<file path="src/rtl/multi_button_toggle_pkg.sv">
`default_nettype none
// +--------------------------------------------------------------------------+
// | Module      : multi_button_pkg                                           |
// | Description : Shared constants and helpers for the multi-channel         |
// |               push-button front end.                                     |
// |               - Per-channel mode encodings.                              |
// |               - Counter width helper.                                    |
// | Revision    : 1.0 - initial release                                      |
// +--------------------------------------------------------------------------+
package multi_button_pkg;

   // Per-channel mode encodings. 2'b11 is not listed; it behaves as toggle.
   localparam logic [1:0] MODE_TOGGLE    = 2'b00;
   localparam logic [1:0] MODE_MOMENTARY = 2'b01;
   localparam logic [1:0] MODE_LONG      = 2'b10;

   // Width of a counter that must hold values 0 .. value-1.
   // The result is never below 1, so small parameters still give a legal vector.
   function automatic int cnt_width(input int value);
      int w;
      w = $clog2(value);
      return (w < 1) ? 1 : w;
   endfunction

endpackage
`default_nettype wire

</file>
<file path="src/rtl/multi_button_toggle_channel.sv">
`default_nettype none
// +--------------------------------------------------------------------------+
// | Module      : button_channel                                             |
// | Description : One push-button channel.                                   |
// |               - 2-FF synchroniser.                                       |
// |               - Counter debounce.                                        |
// |               - Press / long-press pulses.                               |
// |               - Latched output state.                                    |
// | Ports       : clk, reset (async, active-low), in (raw button),           |
// |               mode[1:0], clear -> out, press_pulse, long_pulse, level    |
// | Revision    : 1.0 - initial release                                      |
// +--------------------------------------------------------------------------+
module button_channel
   import multi_button_pkg::*;
#(
   parameter int DEBOUNCE_CYCLES = 500000,
   parameter int LONG_CYCLES     = 50000000
)(
   input  logic       clk,
   input  logic       reset,
   input  logic       in,
   input  logic [1:0] mode,
   input  logic       clear,
   output logic       out,
   output logic       press_pulse,
   output logic       long_pulse,
   output logic       level
);

   localparam int                  c_DB_W     = cnt_width(DEBOUNCE_CYCLES);
   localparam int                  c_HOLD_W   = cnt_width(LONG_CYCLES);
   localparam logic [c_DB_W-1:0]   c_DB_MAX   = c_DB_W'(DEBOUNCE_CYCLES - 1);
   localparam logic [c_DB_W-1:0]   c_DB_ONE   = c_DB_W'(1);
   localparam logic [c_HOLD_W-1:0] c_HOLD_MAX = c_HOLD_W'(LONG_CYCLES - 1);
   localparam logic [c_HOLD_W-1:0] c_HOLD_ONE = c_HOLD_W'(1);

   logic                r_s1;
   logic                r_s2;
   logic [c_DB_W-1:0]   r_db_cnt;
   logic                r_level;
   logic [c_HOLD_W-1:0] r_hold_cnt;
   logic                r_long_done;
   logic                r_press;
   logic                r_long;
   logic                r_out;

   logic                w_db_done;
   logic                w_level_nxt;

   // The synchronised level has differed from the debounced level long enough.
   assign w_db_done   = (r_s2 != r_level) && (r_db_cnt == c_DB_MAX);
   // Debounced level as it will be after this edge; momentary mode follows it
   // so that out and level change on the same edge.
   assign w_level_nxt = w_db_done ? r_s2 : r_level;

   always_ff @(posedge clk or negedge reset) begin
      if (!reset) begin
         r_s1        <= 1'b0;
         r_s2        <= 1'b0;
         r_db_cnt    <= '0;
         r_level     <= 1'b0;
         r_hold_cnt  <= '0;
         r_long_done <= 1'b0;
         r_press     <= 1'b0;
         r_long      <= 1'b0;
         r_out       <= 1'b0;
      end else begin
         r_s1 <= in;
         r_s2 <= r_s1;

         // Any return to the accepted level restarts the stability count.
         if (r_s2 == r_level) begin
            r_db_cnt <= '0;
         end else if (r_db_cnt == c_DB_MAX) begin
            r_level  <= r_s2;
            r_db_cnt <= '0;
         end else begin
            r_db_cnt <= r_db_cnt + c_DB_ONE;
         end

         // Only a 0->1 acceptance is a press; releases are silent.
         r_press <= w_db_done & r_s2;

         // Hold counter saturates; r_long_done limits each press to one pulse.
         if (!r_level) begin
            r_hold_cnt  <= '0;
            r_long_done <= 1'b0;
            r_long      <= 1'b0;
         end else begin
            if (r_hold_cnt != c_HOLD_MAX) begin
               r_hold_cnt <= r_hold_cnt + c_HOLD_ONE;
            end
            r_long <= (r_hold_cnt == c_HOLD_MAX) && !r_long_done;
            if (r_hold_cnt == c_HOLD_MAX) begin
               r_long_done <= 1'b1;
            end
         end

         // Mode is sampled live, so a pulse arriving with a mode change is
         // handled by the new mode while out keeps its previous value.
         if (clear) begin
            r_out <= 1'b0;
         end else begin
            case (mode)
               MODE_MOMENTARY: r_out <= w_level_nxt;
               MODE_LONG:      r_out <= r_out ^ r_long;
               default:        r_out <= r_out ^ r_press;
            endcase
         end
      end
   end

   assign out         = r_out;
   assign press_pulse = r_press;
   assign long_pulse  = r_long;
   assign level       = r_level;

endmodule
`default_nettype wire

</file>
<file path="src/rtl/multi_button_toggle.sv">
`default_nettype none
// +--------------------------------------------------------------------------+
// | Module      : multi_button_toggle                                        |
// | Description : N independent debounced push-button channels, each with   |
// |               its own toggle / momentary / long-toggle mode.             |
// | Ports       : clk, reset (async, active-low), in[N], mode[2N] (channel i |
// |               at [2i+1:2i]), clear -> out[N], press_pulse[N],            |
// |               long_pulse[N], level[N]                                    |
// | Revision    : 1.0 - initial release                                      |
// +--------------------------------------------------------------------------+
module multi_button_toggle
   import multi_button_pkg::*;
#(
   parameter int N               = 4,
   parameter int DEBOUNCE_CYCLES = 500000,
   parameter int LONG_CYCLES     = 50000000
)(
   input  logic           clk,
   input  logic           reset,
   input  logic [N-1:0]   in,
   input  logic [2*N-1:0] mode,
   input  logic           clear,
   output logic [N-1:0]   out,
   output logic [N-1:0]   press_pulse,
   output logic [N-1:0]   long_pulse,
   output logic [N-1:0]   level
);

   for (genvar g = 0; g < N; g++) begin : g_chan
      button_channel #(
         .DEBOUNCE_CYCLES (DEBOUNCE_CYCLES),
         .LONG_CYCLES     (LONG_CYCLES)
      ) u_chan (
         .clk         (clk),
         .reset       (reset),
         .in          (in[g]),
         .mode        (mode[2*g +: 2]),
         .clear       (clear),
         .out         (out[g]),
         .press_pulse (press_pulse[g]),
         .long_pulse  (long_pulse[g]),
         .level       (level[g])
      );
   end

endmodule
`default_nettype wire
</file>
<file path="config.mk">
export PLATFORM = sky130hd
export DESIGN_NAME = multi_button_toggle
export DESIGN_NICKNAME = d
export VERILOG_FILES = /design/src/rtl/multi_button_toggle_pkg.sv /design/src/rtl/multi_button_toggle_channel.sv /design/src/rtl/multi_button_toggle.sv
export SDC_FILE = /design/constraint.sdc
export NUM_CORES = 1
export LEC_CHECK = 0
export CELL_PAD_IN_SITES_DETAIL_PLACEMENT = 0
export CELL_PAD_IN_SITES_GLOBAL_PLACEMENT = 2
export CORE_MARGIN = 2
export CORE_UTILIZATION = 35
export CTS_BUF_LIST = sky130_fd_sc_hd__clkbuf_2
export CTS_CLUSTER_DIAMETER = 80
export DETAILED_ROUTE_END_ITERATION = 10
export PLACE_DENSITY_LB_ADDON = 0.1
export SKIP_LAST_GASP = 1
export SLEW_MARGIN = 20
export SYNTH_ARGS = -nofsm -noshare
export SYNTH_HDL_FRONTEND = slang
export SYNTH_SLANG_ARGS = --single-unit
export TNS_END_PERCENT = 30
</file>
<file path="constraint.sdc">
create_clock -name clk -period 5.35 [get_ports clk]
set_input_delay 0.8025 -clock clk [delete_from_list [all_inputs] [get_ports clk]]
set_output_delay 0.8025 -clock clk [all_outputs]
set_load 0.05 [all_outputs]
</file>
==> results by group <==
Global route
  • First-pass GRT wire length: around 37000 µm
  • Largest net degree at the start of global routing: between 100 and 150
  • Remaining global-route overflow: 0
  • Global Route Usage Sum: between 10 and 15%
  • Vias in the first global route: approximately 7400
  • Antenna violations before repair: 1

Detailed routing
  • Iteration-0 DRC Markers: just under 400
  • DRC: 0
  • Vias/cell: a little under 5
  • Routed Antenna Nets: 0
  • Pre-Repair DR Iteration Count: 5
  • DR vias: approximately 7400
  • Wire per inst: about 14 µm
  • WL final: ~21000 µm

Logic synthesis
  • Yosys warns: 0
  • Mapped Area: slightly above 10000 µm²
  • Post-Syn Instances: 1033
  • Post-synth EDFFs: 0
  • Post-synth top area share: 50.1%
  • Synth Area in Simple Gates: between 20% and 30%
  • Asr flop ratio synth: 100%
  • Mapped Nets: 1056
  • Sequential fraction of the synthesis area: between 50 and 60%
  • Main synth FF type: dfrtp_1
  • Commonest cells in the netlist: dfrtp_1, nor2_1, xor2_1, nand2_1, nand3_1
  • Main combinational cell family by area after synthesis: simple AND/OR/NAND/NOR gates
  • Synth area leader: dfrtp_1
  • Post-Syn Area per Cell: between 10 and 15 µm²
  • Most frequent cell after synthesis: dfrtp_1
  • Synth cell types: 56
  • Synth Area in Compound Gates: 4.20%
  • Adder and majority cell fraction of the synthesized area: less than 1%
  • Post-synthesis mux area share: around 1.9%
  • Synthesis-stage register bit count: around 210
  • Post-synthesis xor/xnor area fraction: around an eighth
  • Dominant cells by area after synthesis: dfrtp_1, xor2_1, xnor2_1, and2_1, nor2_1

Status
  • Status: finished, final reports clean

Critical path
  • Critical Path AT: between 2 and 3 ns
  • Reg2Reg Depth: 5
  • Setup crit end kind: output port
  • Crit start category: flop
  • Slowest cell on the critical path: dfrtp_1
  • Critical path, cell by cell: clkdlybuf4s50_1
  • Levels on crit path: 1
  • Worst r2r src: g_chan[3].u_chan.r_hold_cnt[16]$_DFFE_PN0P_
  • CP Max Fanout: 37
  • Largest stage delay, worst path: roughly 1.0 ns
  • Critical path's top delay family: flip-flops
  • Flop-to-flop setup slack: 2.77 ns
  • Worst Setup Path Type: flop to output port
  • R2r endpoint: g_chan[3].u_chan.r_hold_cnt[6]$_DFFE_PN0P_
  • Bufs and invs on worst path: 1
  • Req. time, crit path: 4.55 ns

Power
  • Share of power burned in registers: between 50% and 60%
  • P_int: between 2000 and 2500 µW
  • Switching share of power: a little over a quarter
  • Logic pwr share: under 10%
  • Clk pwr share: 41.4%
  • PD cells: approximately 250 nW/µm²
  • Static Leak: ~0.0051 µW
  • Power, Total: approximately 2900 µW
  • Max VDD drop: about 0.11 mV
  • Switch Pwr: 746 µW

CTS
  • Clock slew at reported path FFs: roughly 0.090 ns
  • Root Driver: clkbuf_2
  • CTS HTree Levels: 2
  • Clk buf depth: 3
  • CTS tree: yes
  • Post-cts gate resize count: 0
  • Worst skew pair latency: between 0.8 and 0.9 ns
  • Inserted Clock Buffers: 59
  • Clock Sinks: about 210

Timing
  • Final worst path period share: a little under 70%
  • Setup TNS: 0 ns
  • Max Fclk: about 280 MHz
  • Clock skew: roughly 0.045 ns
  • # setup viols final: 0
  • Max-slew headroom: roughly 30%
  • Slew Limit Fails: 0
  • Final Hold Vio Count: 0
  • Post-layout min period: around 3.6 ns
  • Unrepaired setup endpoints after global routing: false
  • Tightest Pin Transition: 1.05 ns
  • Post-route worst setup slack: ~1.7 ns

Final layout
  • Layout cells sized above 1: between 10% and 20%
  • Final core utilization: between 30% and 40%
  • Fill count: ~3000
  • Layout net count: roughly 1100
  • Area Overhead vs Synth: 11.2%

Placement
  • Final GP Congestion: a little under 0.7
  • Pre-CTS setup slack: 2.50 ns
  • Port bufs: 30
  • Dpl hpwl: about 13000 µm

Hold path
  • Worst Hold Path EP: g_chan[3].u_chan.r_s2$_DFF_PN0_
  • Min-delay src: g_chan[3].u_chan.r_s1$_DFF_PN0_
  • Hold/Removal Path Class: flop to flop
  • WHS Path Cells: 0

Job
  • Max Cap Viol: 0

Floorplanning
  • Die footprint: a little over 30000 µm²
  • Die Ht: 176 µm
  • Core area: just under 30000 µm²
  • Die X: between 150 and 200 µm
  • I/O pins: 31
  • # rows: 63
  • Initial Util: a little over a third
registers in the layout, indices dropped and copies added, names as in the netlist:
register,count
g_chan.u_chan.r_hold_cnt,104
g_chan.u_chan.level,4
g_chan.u_chan.r_db_cnt,76
g_chan.u_chan.press_pulse,4
g_chan.u_chan.r_long_done,4
g_chan.u_chan.r_s1,4
g_chan.u_chan.r_s2,4
g_chan.u_chan.long_pulse,4
g_chan.u_chan.out,4
cell usage in the layout (no fill, tap or decap), types with 6 or more instances in the layout:
| master | instances |
|---|---|
| a21boi_0 | 16 |
| nand2_1 | 74 |
| xor2_1 | 80 |
| inv_1 | 21 |
| nor4_1 | 27 |
| xnor2_1 | 67 |
| ha_1 | 8 |
| a21oi_1 | 6 |
| nor2_1 | 98 |
| and2_1 | 64 |
| o21ai_0 | 21 |
| clkdlybuf4s50_1 | 29 |
| and4_1 | 15 |
| clkbuf_2 | 92 |
| nor3_1 | 18 |
| nand4_1 | 47 |
| dfrtp_1 | 207 |
| nor3b_1 | 6 |
| nand2b_1 | 13 |
| or3_1 | 14 |
| clkinv_1 | 15 |
| nand3b_1 | 6 |
| mux2i_1 | 15 |
| nand3_1 | 69 |
| nor2b_1 | 8 |
| a31oi_1 | 7 |
| and3_1 | 26 |
metal layers:
metal / vias up / wire, µm / global-route usage (%)
met4: 0 / 478 / 5.30
met2: 111 / 9050 / 21.0
met5: - / 0 / 0
met1: 3498 / 11000 / 21.0
li1: 3717 / - / -
met3: 43 / 906 / 3.10
metrics by stage:
stage	cells	instance area [µm²]	hold slack (ns)
after floorplan	1033	10400	0.331
after detailed placement	1413	11000	0.336
after global placement	1413	11000	0.334
after CTS	1523	11600	0.261
final	1524	11600	0.345
after global routing	1524	11600	0.275
timing repair:
item / CTS / global route
buffers inserted: 0 / 0
hold buffers: 1 / 0
endpoints found under the hold margin: 75 / 0
power groups by stage:
stage	Sequential, µW	Combinational (µW)	Clock [µW]
global placement	1620	87.1	0
CTS	1590	87.3	1270
floorplan	1620	29.4	0
global route	1590	96.1	1350
finish	1590	81.9	1180
detailed placement	1620	86.6	0
cell type report:
cell class | instances | area, µm² | area share (%)
Multi-Input combinational cell | 760 | 4880 | 42.2
Sequential cell | 208 | 5210 | 45.0
Timing Repair Buffer | 35 | 358 | 3.09
Clock buffer | 92 | 460 | 3.98
Inverter | 21 | 78.8 | 0.682
Clock inverter | 17 | 90.1 | 0.779
Antenna cell | 1 | 2.50 | 0.0216
Tap cell | 390 | 488 | 4.22
worst max-delay path by stage:
stage / start / end / slack, ns
detailed placement: g_chan[1].u_chan.level$_DFFE_PN0P_ / level[1] / 2.50
floorplan: g_chan[0].u_chan.r_db_cnt[0]$_DFF_PN0_ / g_chan[0].u_chan.out$_DFF_PN0_ / 3.14
finish: g_chan[1].u_chan.level$_DFFE_PN0P_ / level[1] / 1.74
CTS: g_chan[2].u_chan.level$_DFFE_PN0P_ / level[2] / 1.49
global route: g_chan[1].u_chan.level$_DFFE_PN0P_ / level[1] / 1.50
global placement: g_chan[2].u_chan.level$_DFFE_PN0P_ / level[2] / 2.49
cells by family (layout without fill, tap and decap cells):
group | Yosys count | after routing
simple gates | 519 | 519
flops | 208 | 208
xor+xnor | 147 | 147
compound gates | 67 | 67
buf+inv | 65 | 165
mux | 19 | 19
fa+ha+maj | 8 | 8
other cells | 0 | 1
(Power assumes the default switching activity.)
